## src/rtl/sump_cmd_decoder.sv

```systemverilog
// sump_cmd_decoder
// ----------------
// Interprets 40-bit SUMP command words from the UART receiver.
// - Long commands (opcode bit 7 set) load the capture configuration registers.
// - Short commands pulse RUN/RESET strobes or start a byte-serial reply.
//
// Optional feature: define LOGIP_SUMP_METADATA_EN to enable the metadata
// reply on opcode 0x04. Without it, 0x04 is ignored like any unknown opcode.
//
// Ports:
//   clk_i        system clock (rising edge)
//   rst_i        synchronous active-high reset
//   cmd_i[39:0]  command word: [39:32] opcode, [31:0] parameter
//   stb_i        single-cycle strobe qualifying cmd_i
//   trig_mask_o  trigger mask          (0xC0)
//   trig_val_o   trigger values        (0xC1)
//   trig_cfg_o   trigger configuration (0xC2)
//   div_o        sample-rate divider   (0x80, param[23:0])
//   read_cnt_o   read count            (0x81, param[15:0])
//   delay_cnt_o  delay count           (0x81, param[31:16])
//   flags_o      flags                 (0x82, param[7:0])
//   arm_o        one-cycle pulse on RUN (0x01)
//   sw_rst_o     one-cycle pulse on RESET (0x00)
//   tx_data_o    reply byte
//   tx_valid_o   reply byte valid
//   tx_ready_i   transmitter ready (transfer when valid && ready)
module sump_cmd_decoder #(
  parameter int DEPTH_WORDS = 4096
) (
  input  logic        clk_i,
  input  logic        rst_i,
  input  logic [39:0] cmd_i,
  input  logic        stb_i,
  output logic [31:0] trig_mask_o,
  output logic [31:0] trig_val_o,
  output logic [31:0] trig_cfg_o,
  output logic [23:0] div_o,
  output logic [15:0] read_cnt_o,
  output logic [15:0] delay_cnt_o,
  output logic [7:0]  flags_o,
  output logic        arm_o,
  output logic        sw_rst_o,
  output logic [7:0]  tx_data_o,
  output logic        tx_valid_o,
  input  logic        tx_ready_i
);

  localparam logic [7:0] OP_RESET = 8'h00;
  localparam logic [7:0] OP_RUN   = 8'h01;
  localparam logic [7:0] OP_ID    = 8'h02;
  localparam logic [7:0] OP_MASK  = 8'hC0;
  localparam logic [7:0] OP_VAL   = 8'hC1;
  localparam logic [7:0] OP_CFG   = 8'hC2;
  localparam logic [7:0] OP_DIV   = 8'h80;
  localparam logic [7:0] OP_CNT   = 8'h81;
  localparam logic [7:0] OP_FLAGS = 8'h82;

  localparam logic [3:0] ID_LAST = 4'd3;

  typedef enum logic {IDLE, SEND} state_t;

  // "1ALS" device identifier, sent first byte first.
  function automatic logic [7:0] id_byte(input logic [3:0] i);
    case (i)
      4'd0:    id_byte = 8'h31;
      4'd1:    id_byte = 8'h41;
      4'd2:    id_byte = 8'h4C;
      4'd3:    id_byte = 8'h53;
      default: id_byte = 8'h00;
    endcase
  endfunction

`ifdef LOGIP_SUMP_METADATA_EN
  localparam logic [7:0]  OP_META   = 8'h04;
  localparam logic [3:0]  META_LAST = 4'd12;
  localparam logic [31:0] DEPTH_W   = 32'(DEPTH_WORDS);

  // Metadata: device name "logIP", then sample memory depth (MSB first), end.
  function automatic logic [7:0] meta_byte(input logic [3:0] i);
    case (i)
      4'd0:    meta_byte = 8'h01;
      4'd1:    meta_byte = 8'h6C;
      4'd2:    meta_byte = 8'h6F;
      4'd3:    meta_byte = 8'h67;
      4'd4:    meta_byte = 8'h49;
      4'd5:    meta_byte = 8'h50;
      4'd6:    meta_byte = 8'h00;
      4'd7:    meta_byte = 8'h21;
      4'd8:    meta_byte = DEPTH_W[31:24];
      4'd9:    meta_byte = DEPTH_W[23:16];
      4'd10:   meta_byte = DEPTH_W[15:8];
      4'd11:   meta_byte = DEPTH_W[7:0];
      default: meta_byte = 8'h00;
    endcase
  endfunction

  logic meta_q, meta_d;  // current reply is metadata rather than ID
`endif

  state_t      state_q, state_d;
  logic [3:0]  idx_q, idx_d;
  logic [31:0] trig_mask_q, trig_mask_d;
  logic [31:0] trig_val_q, trig_val_d;
  logic [31:0] trig_cfg_q, trig_cfg_d;
  logic [23:0] div_q, div_d;
  logic [15:0] read_cnt_q, read_cnt_d;
  logic [15:0] delay_cnt_q, delay_cnt_d;
  logic [7:0]  flags_q, flags_d;
  logic        arm_q, arm_d;
  logic        sw_rst_q, sw_rst_d;
  logic [7:0]  tx_data_q, tx_data_d;
  logic        tx_valid_q, tx_valid_d;

  logic [7:0]  opcode;
  logic [31:0] param;
  logic [3:0]  last_idx;
  logic [3:0]  idx_inc;
  logic [7:0]  next_byte;

  assign opcode = cmd_i[39:32];
  assign param  = cmd_i[31:0];
  assign idx_inc = idx_q + 4'd1;

  always_comb begin
    state_d     = state_q;
    idx_d       = idx_q;
    trig_mask_d = trig_mask_q;
    trig_val_d  = trig_val_q;
    trig_cfg_d  = trig_cfg_q;
    div_d       = div_q;
    read_cnt_d  = read_cnt_q;
    delay_cnt_d = delay_cnt_q;
    flags_d     = flags_q;
    arm_d       = 1'b0;
    sw_rst_d    = 1'b0;
    tx_data_d   = tx_data_q;
    tx_valid_d  = tx_valid_q;
    last_idx    = ID_LAST;
    next_byte   = id_byte(idx_inc);
`ifdef LOGIP_SUMP_METADATA_EN
    meta_d = meta_q;
    if (meta_q) begin
      last_idx  = META_LAST;
      next_byte = meta_byte(idx_inc);
    end
`endif

    // Reply progress: advance only on an accepted byte so data stays stable
    // under backpressure.
    if (state_q == SEND && tx_ready_i) begin
      if (idx_q == last_idx) begin
        state_d    = IDLE;
        idx_d      = 4'd0;
        tx_valid_d = 1'b0;
        tx_data_d  = 8'h00;
      end else begin
        idx_d     = idx_inc;
        tx_data_d = next_byte;
      end
    end

    // Command decode. Reply-start opcodes are only honoured from IDLE (based
    // on the current state, so a strobe coinciding with the final transfer is
    // still ignored). RESET is evaluated last so it overrides any transfer.
    if (stb_i) begin
      case (opcode)
        OP_MASK:  trig_mask_d = param;
        OP_VAL:   trig_val_d  = param;
        OP_CFG:   trig_cfg_d  = param;
        OP_DIV:   div_d       = param[23:0];
        OP_CNT: begin
          read_cnt_d  = param[15:0];
          delay_cnt_d = param[31:16];
        end
        OP_FLAGS: flags_d = param[7:0];
        OP_RUN:   arm_d   = 1'b1;
        OP_ID: begin
          if (state_q == IDLE) begin
            state_d    = SEND;
            idx_d      = 4'd0;
            tx_valid_d = 1'b1;
            tx_data_d  = id_byte(4'd0);
`ifdef LOGIP_SUMP_METADATA_EN
            meta_d = 1'b0;
`endif
          end
        end
`ifdef LOGIP_SUMP_METADATA_EN
        OP_META: begin
          if (state_q == IDLE) begin
            state_d    = SEND;
            idx_d      = 4'd0;
            tx_valid_d = 1'b1;
            tx_data_d  = meta_byte(4'd0);
            meta_d     = 1'b1;
          end
        end
`endif
        OP_RESET: begin
          sw_rst_d   = 1'b1;
          state_d    = IDLE;
          idx_d      = 4'd0;
          tx_valid_d = 1'b0;
          tx_data_d  = 8'h00;
        end
        default: ;  // unknown opcodes (incl. XON/XOFF) have no effect
      endcase
    end
  end

  always_ff @(posedge clk_i) begin
    if (rst_i) begin
      state_q     <= IDLE;
      idx_q       <= 4'd0;
      trig_mask_q <= '0;
      trig_val_q  <= '0;
      trig_cfg_q  <= '0;
      div_q       <= '0;
      read_cnt_q  <= '0;
      delay_cnt_q <= '0;
      flags_q     <= '0;
      arm_q       <= 1'b0;
      sw_rst_q    <= 1'b0;
      tx_data_q   <= 8'h00;
      tx_valid_q  <= 1'b0;
`ifdef LOGIP_SUMP_METADATA_EN
      meta_q      <= 1'b0;
`endif
    end else begin
      state_q     <= state_d;
      idx_q       <= idx_d;
      trig_mask_q <= trig_mask_d;
      trig_val_q  <= trig_val_d;
      trig_cfg_q  <= trig_cfg_d;
      div_q       <= div_d;
      read_cnt_q  <= read_cnt_d;
      delay_cnt_q <= delay_cnt_d;
      flags_q     <= flags_d;
      arm_q       <= arm_d;
      sw_rst_q    <= sw_rst_d;
      tx_data_q   <= tx_data_d;
      tx_valid_q  <= tx_valid_d;
`ifdef LOGIP_SUMP_METADATA_EN
      meta_q      <= meta_d;
`endif
    end
  end

  assign trig_mask_o = trig_mask_q;
  assign trig_val_o  = trig_val_q;
  assign trig_cfg_o  = trig_cfg_q;
  assign div_o       = div_q;
  assign read_cnt_o  = read_cnt_q;
  assign delay_cnt_o = delay_cnt_q;
  assign flags_o     = flags_q;
  assign arm_o       = arm_q;
  assign sw_rst_o    = sw_rst_q;
  assign tx_data_o   = tx_data_q;
  assign tx_valid_o  = tx_valid_q;

endmodule

```

## config.mk

```make
export PLATFORM = sky130hd
export DESIGN_NAME = sump_cmd_decoder
export DESIGN_NICKNAME = d
export VERILOG_FILES = /design/src/rtl/sump_cmd_decoder.sv
export SDC_FILE = /design/constraint.sdc
export NUM_CORES = 1
export LEC_CHECK = 0
export ABC_CLOCK_PERIOD_IN_PS = 2900
export CAP_MARGIN = 40
export CORE_AREA = 2 2 120 122
export CTS_BUF_LIST = sky130_fd_sc_hd__clkbuf_4
export CTS_CLUSTER_DIAMETER = 60
export CTS_CLUSTER_SIZE = 40
export DETAILED_ROUTE_END_ITERATION = 12
export DIE_AREA = 0 0 122 124
export GPL_TIMING_DRIVEN = 0
export PLACE_DENSITY = 0.92
export SLEW_MARGIN = 20
export SYNTH_ARGS = -nofsm -noshare
export SYNTH_HDL_FRONTEND = slang
export SYNTH_SLANG_ARGS = --single-unit
```

## constraint.sdc

```tcl
create_clock -name clk_i -period 2.9 [get_ports clk_i]
set_clock_uncertainty 0.15 [all_clocks]
set_input_delay 0.725 -clock clk_i [delete_from_list [all_inputs] [get_ports clk_i]]
set_output_delay 0.725 -clock clk_i [all_outputs]
set_load 0.02 [all_outputs]
```

* After elaboration in Yosys (flattened, before gate mapping) *
Index checks and enable logic that the tools add are counted.
W data, S select, Z words.

storage, ports and cells
  logic and storage cells = 60
  output and inout bits = 171
  flip-flop bits (word level) = 176

cells by class
  add/subtract/negate cells = 1
  eq/ne operators = 12
  multiplexer cells = 23
  reduce and logical (&&, ||, !) cells = 10
  bitwise operators = 1

operator list
  cell                   count
  $eq A8 B8 Y1 const B   6
  $mux W8                4
  $pmux W7 S4            1
  $mux W4                4
  $pmux W8 S2            1
  $eq A4 B2 Y1 const B   3
  $reduce_and A2 Y1      6
  $mux W1                10
  $eq A8 B1 Y1 const B   1
  $eq A8 B2 Y1 const B   1
  $logic_not A8 Y1       1
  $pmux W4 S2            1
  $add A4 B1 Y4 const B  1
  $eq A4 B1 Y1 const B   1
  $logic_not A4 Y1       1
  $pmux W1 S2            2
  $reduce_or A2 Y1       1
  $logic_and A1 B1 Y1    1
  $not A1 Y1             1

* Logic depth before layout (Yosys ltp) *
Gate-level depths: netlist of the first run.

  word-level depth = 8
  mapped depth = 7
  depth with buffers taken out = 6

* Least setup slack after synthesis of the first run *
OpenSTA, ideal clock, no wires.

  path kind = input to register
  from = input cmd_i[38]
  to = register tx_data_q[6], in the netlist tx_data_o[6]
  arrival = 2.065 ns
  cell stages on the path = 6
  setup slack = 0.558 ns
  data required time = 2.623 ns
  buffers on the path = 2
  cell sequence = buf_2 -> or4b_2 -> nor2_1 -> a21o_1 -> buf_4 -> a21oi_1

on the way
  cells in the longest elaborated chain, start to end = 3
  elaborated cells between the ends (all ways) = 4

RTL lines
  element                                                  line  source
  start: declaration                                       32    input logic [39:0] cmd_i,
  $eq A8 B2 Y1 / $logic_not A8 Y1 (equally long branches)  166   case (opcode)
  $pmux W8 S2 *                                            166
  $mux W8 *                                                165   if (stb_i) begin
  end signal: assignment                                   241   tx_data_q <= tx_data_d;
  end: declaration                                         111   logic [7:0] tx_data_q, tx_data_d;

Every way passes the cells marked *; elsewhere a longest branch is shown, timed or not.
A chain may end at the register's enable or synchronous reset.

* Final worst setup path of the first run *
  from = input cmd_i[39]
  to = register div_q[16], in the netlist div_o[16]

on the way
  cells in the longest elaborated chain, start to end = 2

RTL lines
  element                      line  source
  $eq A8 B8 Y1                 166
  $reduce_and A2 Y1 (no line)  -
  end signal: assignment       235   div_q <= div_d;
  end: declaration             105   logic [23:0] div_q, div_d;

Every way passes these cells.

==> metrics.md, run 1 <==
| Metric | Value |
|---|---|
| Setup TNS | 0 ns |
| Worst Path Arrival | 2.84 ns |
| Post-Syn Instances | 789 |
| Starting density of the core | 46.58% |
| Nets | 1069 |
| Insertion delay to the later sink of the worst-skew pair | 0.56 ns |
| Row cnt | 43 |
| Dpl cells | 1181 |
| Final wirelength | 20.22 mm |
| Chip width | 122 um |
| First-pass GRT wire length | 30.69 mm |
| Largest net degree at the start of global routing | 17 |
| CTS buffer count | 17 |
| Port bufs | 212 |
| Io pins | 215 |
| Post-route design area | 9025 sq um |
| MaxCap Viol Count | 0 |
| Startpoint type of the worst setup path | primary input |
| Die H | 124 um |
| Area grow syn2layout | 41.24% |
| RSZ-0062 raised after global routing | no |
| Cell Area, Synth | 6390 sq um |
| Max clock buf depth | 2 |
| CP required | 3.19 ns |
| Status | complete, no violations |
| Gr usage total | 26.65% |
| Root Buffer | clkbuf_4 |
| Synth unique cells | 39 |
| Syn_nets | 838 |
| Fin cells | 1213 |
| Worst-path clk slew | 0.14 ns |
| Crit-path slowest cell | clkdlybuf4s50_1 |
| CP Capture Type | flop |
| Post-synthesis sequential area ratio | 55.14% |
| Hold Slack | 0.3043 ns |
| Routed len/inst | 16.67 um |
| CTS tree | done |
| Async set-reset flop share out of synthesis | 0% |
| Pre-CTS setup slack | -0.2212 ns |
| Count leader, synth | nand2_1 |
| Tightest Pin Transition | 0.6012 ns |
| Total Die Area | 15130 sq um |
| Synth area leaders | dfxtp_1, nand2_1, a21oi_1, clkbuf_1, buf_2 |
| Synth top area share | 55.14% |
| Final setup viols | 0 |
| Initial antenna violation count | 0 |
| CP Class | in2reg |
| Most instantiated cells after synthesis | nand2_1, dfxtp_1, a21oi_1 |
| Ys Warns | 0 |
| Post-CTS Setup Inserts | 0 |
| Final hold viol count | 0 |
| Fraction of layout cells with a size suffix above 1 | 6.486% |
| Fin crit share | 88.10% |
| Placed instance area | 8737 sq um |
| EDFF count, synth | 0 |
| Final WS setup | 0.3452 ns |
| Post-DP HPWL | 14.81 mm |
| Syn Area/Cell | 8.099 sq um |
| Cell taking the most area after synthesis | dfxtp_1 |
| # resized after CTS | 0 |
| # hold bufs at CTS | 0 |
| Ant diodes | 0 |
| Final ANT Viol Nets | 0 |
| Max IR drop VDD | 0.3023 mV |
| Routability congestion estimate | 0.8169 |
| Max Transition Viols Final | 0 |
| H-tree level count | 4 |
| Power Dens Cells | 444.9 nW/um^2 |
| Iteration-0 DRC Markers | 361 |
| CP Max Fanout | 10 |
| Highest clock rate | 0.3914 GHz |
| Fillers | 1146 |
| Yosys reg bits | 176 |
| Max transition margin | 59.92% |
| Clock sink count | 176 |
| Min-Delay Path Class | reg2reg |
| Worst path max stage delay | 0.58 ns |
| Core Area | 13720 sq um |
| CP Cell Sequence | clkdlybuf4s50_1 > nor4bb_1 > nand3_1 > clkbuf_1 > nand2_1 > a21oi_1 |
| Vias per cell | 5.216 |
| Pleak | 2.952 nW |
| Post-synth top flop | dfxtp_1 |
| DR pass1 iterations | 5 |
| Final min period | 2.555 ns |
| Vias in the first global route | 5949 |
| Drt drc | 0 |
| Via count | 6327 |
| Grt total ovfl | 0 |
through the flow:
stage / total power [W] / utilization, %
final: 0.004015 / 65.78
after global routing: 0.004162 / 65.78
after CTS: 0.004044 / 65.78
after detailed placement: 0.002665 / 63.68
after global placement: 0.002664 / 63.68
after floorplan: 0.002534 / -
report_power, final:
part	switching [W]	internal, W	total [W]
Sequential	0.00000163	0.00242	0.00242
Clock	0.000877	0.000523	0.00140
Combinational	0.000120	0.0000724	0.000192
per-layer routing:
metal,vias up,track usage (%),share of wire [%]
met5,-,0,0
met4,0,11.78,3.3
met3,55,8.974,8.9
met2,284,44.59,47
met1,2940,31.14,40
li1,3048,-,-
flip-flops by register name, indices dropped and copies added (netlist names):
name,cells
sw_rst_o,1
tx_valid_o,1
arm_o,1
idx_q,4
trig_cfg_o,32
trig_val_o,32
read_cnt_o,16
state_q,1
div_o,24
flags_o,8
delay_cnt_o,16
trig_mask_o,32
tx_data_o,8
worst max-delay path, delay by kind of cell:
family                 cells  cell delay (ns)
buffers and inverters      2             0.93
AND/OR/NAND/NOR            3             1.10
AO/OA/AOI/OAI              1             0.07
cell families (layout without fill, tap and decap cells):
family / count (synthesis) / after routing / synth area share [%]
and+or+nand+nor: 368 / 368 / 23.99
AOI/OAI and AO/OA: 173 / 173 / 14.00
xor gates and xnor gates: 1 / 1 / 0.1371
buffers and inverters: 58 / 302 / 4.504
adders and majority gates: 5 / 5 / 0.9790
muxes: 8 / 8 / 1.253
DFF: 176 / 176 / 55.14
path summary, 6_finish.rpt:
check                      end         start  slack (ns)  depth (start not counted)
setup / recovery     div_o[16]     cmd_i[39]        0.35                          6
hold / removal    tx_data_o[7]  tx_data_o[7]        0.30                          2
setup reg to reg  tx_data_o[6]      idx_q[0]        1.18                          5
hold reg to reg   tx_data_o[7]  tx_data_o[7]        0.30                          2
cells in the final DEF, fill, tap and decap left out, types with 2 or more instances in the layout:
cell             netlist  final
o21ai_0                4      4
mux2i_1                8      8
nor3_1                 4      4
inv_1                  4      4
clkinv_4               0      5
clkbuf_1              30     30
inv_6                  0      4
nor3_2                 5      5
clkinv_2               0      2
a21oi_1              160    160
nor2_1                17     17
clkdlybuf4s50_1        0    212
and2_1                 2      2
buf_6                  6      6
nor4_1                 4      4
nand3_1                5      5
nand2_1              314    314
or3_1                  2      2
a22oi_1                2      2
dfxtp_1              176    176
clkbuf_4               0     17
or4b_4                 2      2
bufinv_16              0      2
nand3b_1               3      3
buf_2                 17     17
ha_1                   5      5
layout make-up:
cell class | count | area (sq um) | share of cell area (%)
flip-flops and latches | 176 | 3523 | 39.04
plain buffers | 54 | 272.8 | 3.022
inverters | 4 | 15.01 | 0.1664
clock buffers | 17 | 127.6 | 1.414
multi-input cells | 555 | 2579 | 28.57
clock inverters | 15 | 160.2 | 1.775
repair buffers | 212 | 2122 | 23.51
well taps | 180 | 225.2 | 2.495
(Power assumes the default switching activity.)
==> inputs of run 2 (changes only) <==
==> config.mk (replaced) <==
export PLATFORM = sky130hd
export DESIGN_NAME = sump_cmd_decoder
export DESIGN_NICKNAME = d
export VERILOG_FILES = /design/src/rtl/sump_cmd_decoder.sv
export SDC_FILE = /design/constraint.sdc
export NUM_CORES = 1
export LEC_CHECK = 0
export ABC_CLOCK_PERIOD_IN_PS = 3060
export CAP_MARGIN = 40
export CORE_AREA = 2 2 137 99
export CTS_BUF_LIST = sky130_fd_sc_hd__clkbuf_4
export CTS_CLUSTER_DIAMETER = 60
export CTS_CLUSTER_SIZE = 40
export DETAILED_ROUTE_END_ITERATION = 12
export DIE_AREA = 0 0 139 101
export GPL_TIMING_DRIVEN = 0
export PLACE_DENSITY = 0.95
export SLEW_MARGIN = 0
export SYNTH_ARGS = -nofsm -noshare
export SYNTH_HDL_FRONTEND = slang
export SYNTH_SLANG_ARGS = --single-unit
==> constraint.sdc (replaced) <==
create_clock -name clk_i -period 3.06 [get_ports clk_i]
set_clock_uncertainty 0.15 [all_clocks]
set_input_delay 0.765 -clock clk_i [delete_from_list [all_inputs] [get_ports clk_i]]
set_output_delay 0.765 -clock clk_i [all_outputs]
set_load 0.02 [all_outputs]
==> run 2 against run 1 <==
Against the previous run: power fell by 4.1%; wire length grew 3.4%; sequential power down 5%; cell count is 1.2% lower; register-to-register slack better by 0.13 ns; worst setup slack got worse by 0.069 ns; die area is 7.2% lower; first-iteration DRC count fell by 6.9%; flip-flop and latch count stayed put; global-route usage up 3.3 points.
==> metrics.md, run 2 (synthesized netlist as in run 1, its figures left out) <==
| Metric | Value |
|---|---|
| Via count | 6361 |
| Internal power | 0.002812 W |
| CP Cell Sequence | clkdlybuf4s50_1 > nor4bb_1 > nand3_1 > clkbuf_1 > nand2_1 > a21oi_1 |
| Io pins | 215 |
| Fin crit share | 90.98% |
| Grt total ovfl | 0 |
| DR pass1 iterations | 7 |
| Clock sink count | 176 |
| Final setup viols | 0 |
| Post-DP HPWL | 15.32 mm |
| Final hold viol count | 0 |
| Vias in the first global route | 6212 |
| CP Capture Type | flop |
| Chip width | 139 um |
| CP delay by family, top | simple AND/OR/NAND/NOR gates |
| Post-CTS Setup Inserts | 0 |
| Area taken by multi-input logic gates | 2579 sq um |
| Core Area | 12790 sq um |
| Max clock buf depth | 2 |
| Comb pwr share | 4.8% |
| Final ANT Viol Nets | 0 |
| Insertion delay to the later sink of the worst-skew pair | 0.55 ns |
| Hold Slack | 0.2952 ns |
| Row cnt | 35 |
| Worst path max stage delay | 0.68 ns |
| Worst-path clk slew | 0.16 ns |
| Switching Fraction | 26.95% |
| # resized after CTS | 0 |
| Switch Pwr | 0.001037 W |
| Crit-path slowest cell | nor4bb_1 |
| Min-Delay Path Class | reg2reg |
| Power Dens Cells | 426.9 nW/um^2 |
| Die H | 101 um |
| H-tree level count | 4 |
| Port bufs | 212 |
| Worst Path Arrival | 3.06 ns |
| Routed len/inst | 17.43 um |
| Fillers | 1065 |
| Vias per cell | 5.305 |
| RSZ-0062 raised after global routing | no |
| First-pass GRT wire length | 32.66 mm |
| Starting density of the core | 49.97% |
| CP required | 3.34 ns |
| Nets | 1069 |
| Hold path depth | 2 |
| MaxCap Viol Count | 0 |
| Status | complete, no violations |
| CTS tree | done |
| Iteration-0 DRC Markers | 336 |
| Register area | 3523 sq um |
| Final wirelength | 20.90 mm |
| Most common cell after layout, fill and taps aside | nand2_1 |
| # hold bufs at CTS | 0 |
| Ant diodes | 0 |
| Final min period | 2.784 ns |
| WP depth | 6 |
| Highest clock rate | 0.3592 GHz |
| Pleak | 2.961 nW |
| Root Buffer | clkbuf_4 |
| Initial antenna violation count | 0 |
| Largest net degree at the start of global routing | 19 |
| CP Max Fanout | 10 |
| Worst R2R Path Depth | 5 |
| Area grow syn2layout | 41.12% |
| Max Transition Viols Final | 0 |
| Startpoint type of the worst setup path | primary input |
| Clk pwr share | 35.5% |
| Total Die Area | 14040 sq um |
| Gr usage total | 29.99% |
| Finished Core Util | 70.52% |
| Most frequent cells in the layout | nand2_1, clkdlybuf4s50_1, dfxtp_1 |
| Crit path buffers/inverters | 2 |
| Tightest Pin Transition | 0.7187 ns |
| CTS buffer count | 17 |
| Routability congestion estimate | 0.8767 |
| Max transition margin | 51.44% |
| Sequential fraction of design power | 59.7% |
| Drt drc | 0 |
| Max IR drop VDD | 0.3030 mV |
| CP Class | in2reg |
| Fraction of layout cells with a size suffix above 1 | 6.583% |
[run 2: changes by cell type in the layout (fill, tap and decap cells not counted), sizes merged]
cell	previous run	this run
clkinv	8	7
bufinv	2	1
inv	8	11
clkinvlp	1	0
[run 2: metrics by stage]
stage	total power, W	setup TNS [ns]	cells	area [sq um]	setup WS, ns
5_1_grt	0.003966	0	1199	9017	0.1781
6_report	0.003850	0	1199	9017	0.2760
2_1_floorplan	0.002402	0	789	6390	0.6779
3_3_place_gp	0.002527	-14.11	1167	8720	-0.2131
4_1_cts	0.003855	0	1199	9017	0.3539
3_5_place_dp	0.002528	-16.52	1167	8720	-0.2459
[run 2: tightest hold or removal path, cell delays in order (launching register included)]
cell	delay (ns)
dfxtp_1	0.35
nand2_1	0.05
nor2_1	0.03
[run 2: path summary, 6_finish.rpt]
path / from / endpoint / slack (ns)
hold reg to reg: tx_data_o[7] / tx_data_o[7] / 0.30
hold / removal: tx_data_o[7] / tx_data_o[7] / 0.30
setup / recovery: cmd_i[39] / trig_mask_o[14] / 0.28
setup reg to reg: idx_q[0] / tx_data_o[6] / 1.31
[run 2: per-layer routing]
metal	GRT usage, %	part of all wire, %	vias to the layer above
li1	-	-	3047
met1	37.25	41	2999
met2	48.28	45	281
met3	12.07	11	34
met4	9.557	2.0	0
met5	0	0	-
[run 2: layout make-up]
cell class / instances / share of cell area (%)
Sequential cell: 176 / 39.07
Multi-Input combinational cell: 555 / 28.60
Clock buffer: 17 / 1.415
Tap cell: 166 / 2.303
Clock inverter: 15 / 1.887
Buffer: 54 / 3.025
Inverter: 4 / 0.1665
Timing Repair Buffer: 212 / 23.53
[run 2: power groups by stage]
stage               Sequential, W  Clock (W)  Combinational (W)
CTS                       0.00230    0.00138           0.000183
detailed placement        0.00235          0           0.000182
finish                    0.00230    0.00137           0.000186
global route              0.00230    0.00147           0.000197
floorplan                 0.00235          0          0.0000523
global placement          0.00235          0           0.000181
==> inputs of run 3 (changes only) <==
--- a/config.mk
+++ b/config.mk
@@ -7,14 +7,15 @@
 export LEC_CHECK = 0
 export ABC_CLOCK_PERIOD_IN_PS = 3060
 export CAP_MARGIN = 40
-export CORE_AREA = 2 2 137 99
+export CORE_AREA = 2 2 122 88
 export CTS_BUF_LIST = sky130_fd_sc_hd__clkbuf_4
 export CTS_CLUSTER_DIAMETER = 60
 export CTS_CLUSTER_SIZE = 40
 export DETAILED_ROUTE_END_ITERATION = 12
-export DIE_AREA = 0 0 139 101
+export DIE_AREA = 0 0 124 90
+export DONT_BUFFER_PORTS = 1
 export GPL_TIMING_DRIVEN = 0
-export PLACE_DENSITY = 0.95
+export PLACE_DENSITY = 0.91
 export SLEW_MARGIN = 0
 export SYNTH_ARGS = -nofsm -noshare
 export SYNTH_HDL_FRONTEND = slang
==> run 3 against run 2 <==
Against the previous run: critical path depth decreased by 1; flip-flop and latch count stayed put; hold slack lost 0.16 ns; die area decreased by 21%; utilization down 2.7 points; via count fell by 13%; power decreased by 4.2%.
==> metrics.md, run 3 (synthesized netlist as in run 1, its figures left out) <==
| Metric | Value |
|---|---|
| Vias per cell | 5.785 |
| Fin crit share | 68.84% |
| CP Cell Sequence | nor4bb_1 > nand3_1 > clkbuf_1 > nand2_1 > a21oi_1 |
| RSZ-0062 raised after global routing | no |
| Min-Delay Path Class | in2reg |
| Startpoint type of the worst setup path | primary input |
| Final hold viol count | 0 |
| Met2 Use GR | 49.40% |
| Most common cell after layout, fill and taps aside | nand2_1 |
| Die H | 90 um |
| CP Capture Type | flop |
| Starting density of the core | 63.36% |
| Setup TNS | 0 ns |
| Routed len/inst | 18.71 um |
| Max clock buf depth | 2 |
| Final ANT Viol Nets | 0 |
| Ant diodes | 0 |
| Root Buffer | clkbuf_4 |
| Tightest Pin Transition | 0.6981 ns |
| DR pass1 iterations | 5 |
| GRT met3 Usage | 13.07% |
| Crit-path slowest cell | nor4bb_1 |
| Total Die Area | 11160 sq um |
| Drt drc | 0 |
| Worst-path clk slew | 0.14 ns |
| Worst Path Arrival | 2.39 ns |
| Iteration-0 DRC Markers | 423 |
| Power Dens Cells | 539.1 nW/um^2 |
| Worst path max stage delay | 0.61 ns |
| Highest clock rate | 0.4747 GHz |
| Insertion delay to the later sink of the worst-skew pair | 0.55 ns |
| Max transition margin | 52.83% |
| # hold bufs at CTS | 0 |
| Nets | 857 |
| H-tree level count | 4 |
| Final wirelength | 17.83 mm |
| MaxCap Viol Count | 0 |
| GR peak layer | met2 |
| Max Transition Viols Final | 0 |
| Largest net degree at the start of global routing | 17 |
| Port bufs | 0 |
| Post-DP HPWL | 12.85 mm |
| Post-CTS Setup Inserts | 0 |
| Gr usage total | 32.06% |
| # resized after CTS | 0 |
| CP Class | in2reg |
| Max IR drop VDD | 0.4330 mV |
| CTS buffer count | 17 |
| Initial antenna violation count | 0 |
| Status | complete, no violations |
| Fraction of layout cells with a size suffix above 1 | 8.161% |
| Final setup viols | 0 |
| Grt total ovfl | 0 |
| Clock sink count | 176 |
| Row cnt | 31 |
| Pleak | 2.213 nW |
| Final WS setup | 0.9536 ns |
| Area grow syn2layout | 7.069% |
| Via count | 5513 |
| Chip width | 124 um |
| Most frequent cells in the layout | nand2_1, dfxtp_1, a21oi_1 |
| Pre-CTS setup slack | 0.4238 ns |
| Final min period | 2.106 ns |
| Io pins | 215 |
| Vias in the first global route | 5191 |
| Met1 usage | 41.12% |
| First-pass GRT wire length | 27.37 mm |
| Power Total | 0.003689 W |
| CP Max Fanout | 10 |
| Core Area | 10080 sq um |
| CTS tree | done |
| CP required | 3.34 ns |
| Routability congestion estimate | 0.8044 |
[run 3: cell types whose count changed in the layout (fill, tap and decap cells not counted)]
cell	change
clkinv_4	+1
bufinv_16	+1
clkinvlp_4	+1
inv_8	-3
clkdlybuf4s50_1	-212
clkinv_1	+1
clkinv_2	+1
clkinv_8	-2
[run 3: final timing paths]
check / startpoint / to / slack [ns] / depth (start not counted)
setup / recovery: cmd_i[39] / div_o[15] / 0.95 / 5
hold / removal: cmd_i[39] / sw_rst_o / 0.14 / 1
setup reg to reg: idx_q[1] / tx_data_o[5] / 1.35 / 5
hold reg to reg: idx_q[2] / idx_q[2] / 0.39 / 2
[run 3: layer usage]
layer  part of all wire, %  vias to the layer above
met4                   1.9                        0
li1                      -                     2621
met3                    13                       35
met5                     0                        -
met2                    45                      299
met1                    40                     2558
[run 3: power breakdown]
part / internal, W / leakage, nW / total (W) / switching, W
logic: 0.0000178 / 0.640 / 0.0000771 / 0.0000593
clock network: 0.000496 / 0.156 / 0.00131 / 0.000816
registers: 0.00229 / 1.42 / 0.00230 / 0.00000559
[run 3: layout make-up]
cell class / instances / area, sq um
flip-flops and latches: 176 / 3523
clock inverters: 15 / 158.9
plain buffers: 54 / 272.8
multi-input cells: 555 / 2579
clock buffers: 17 / 127.6
inverters: 4 / 15.01
well taps: 132 / 165.2
fillers: 842 / 3243
[run 3: per-stage QoR]
| stage | cell area (sq um) | util [%] | cells | hold slack, ns |
|---|---|---|---|---|
| finish | 6842 | 67.84 | 953 | 0.1380 |
| global route | 6842 | 67.84 | 953 | 0.1046 |
| CTS | 6842 | 67.84 | 953 | 0.1054 |
| detailed placement | 6555 | 65.00 | 921 | 0.3705 |
| global placement | 6555 | 65.00 | 921 | 0.3634 |
| floorplan | 6390 | - | 789 | 0.3315 |
[run 3: worst max-delay path, delay by kind of cell]
kind                   cells  cell delay (ns)
AND/OR/NAND/NOR            3             1.20
AO/OA/AOI/OAI              1             0.07
buffers and inverters      1             0.35
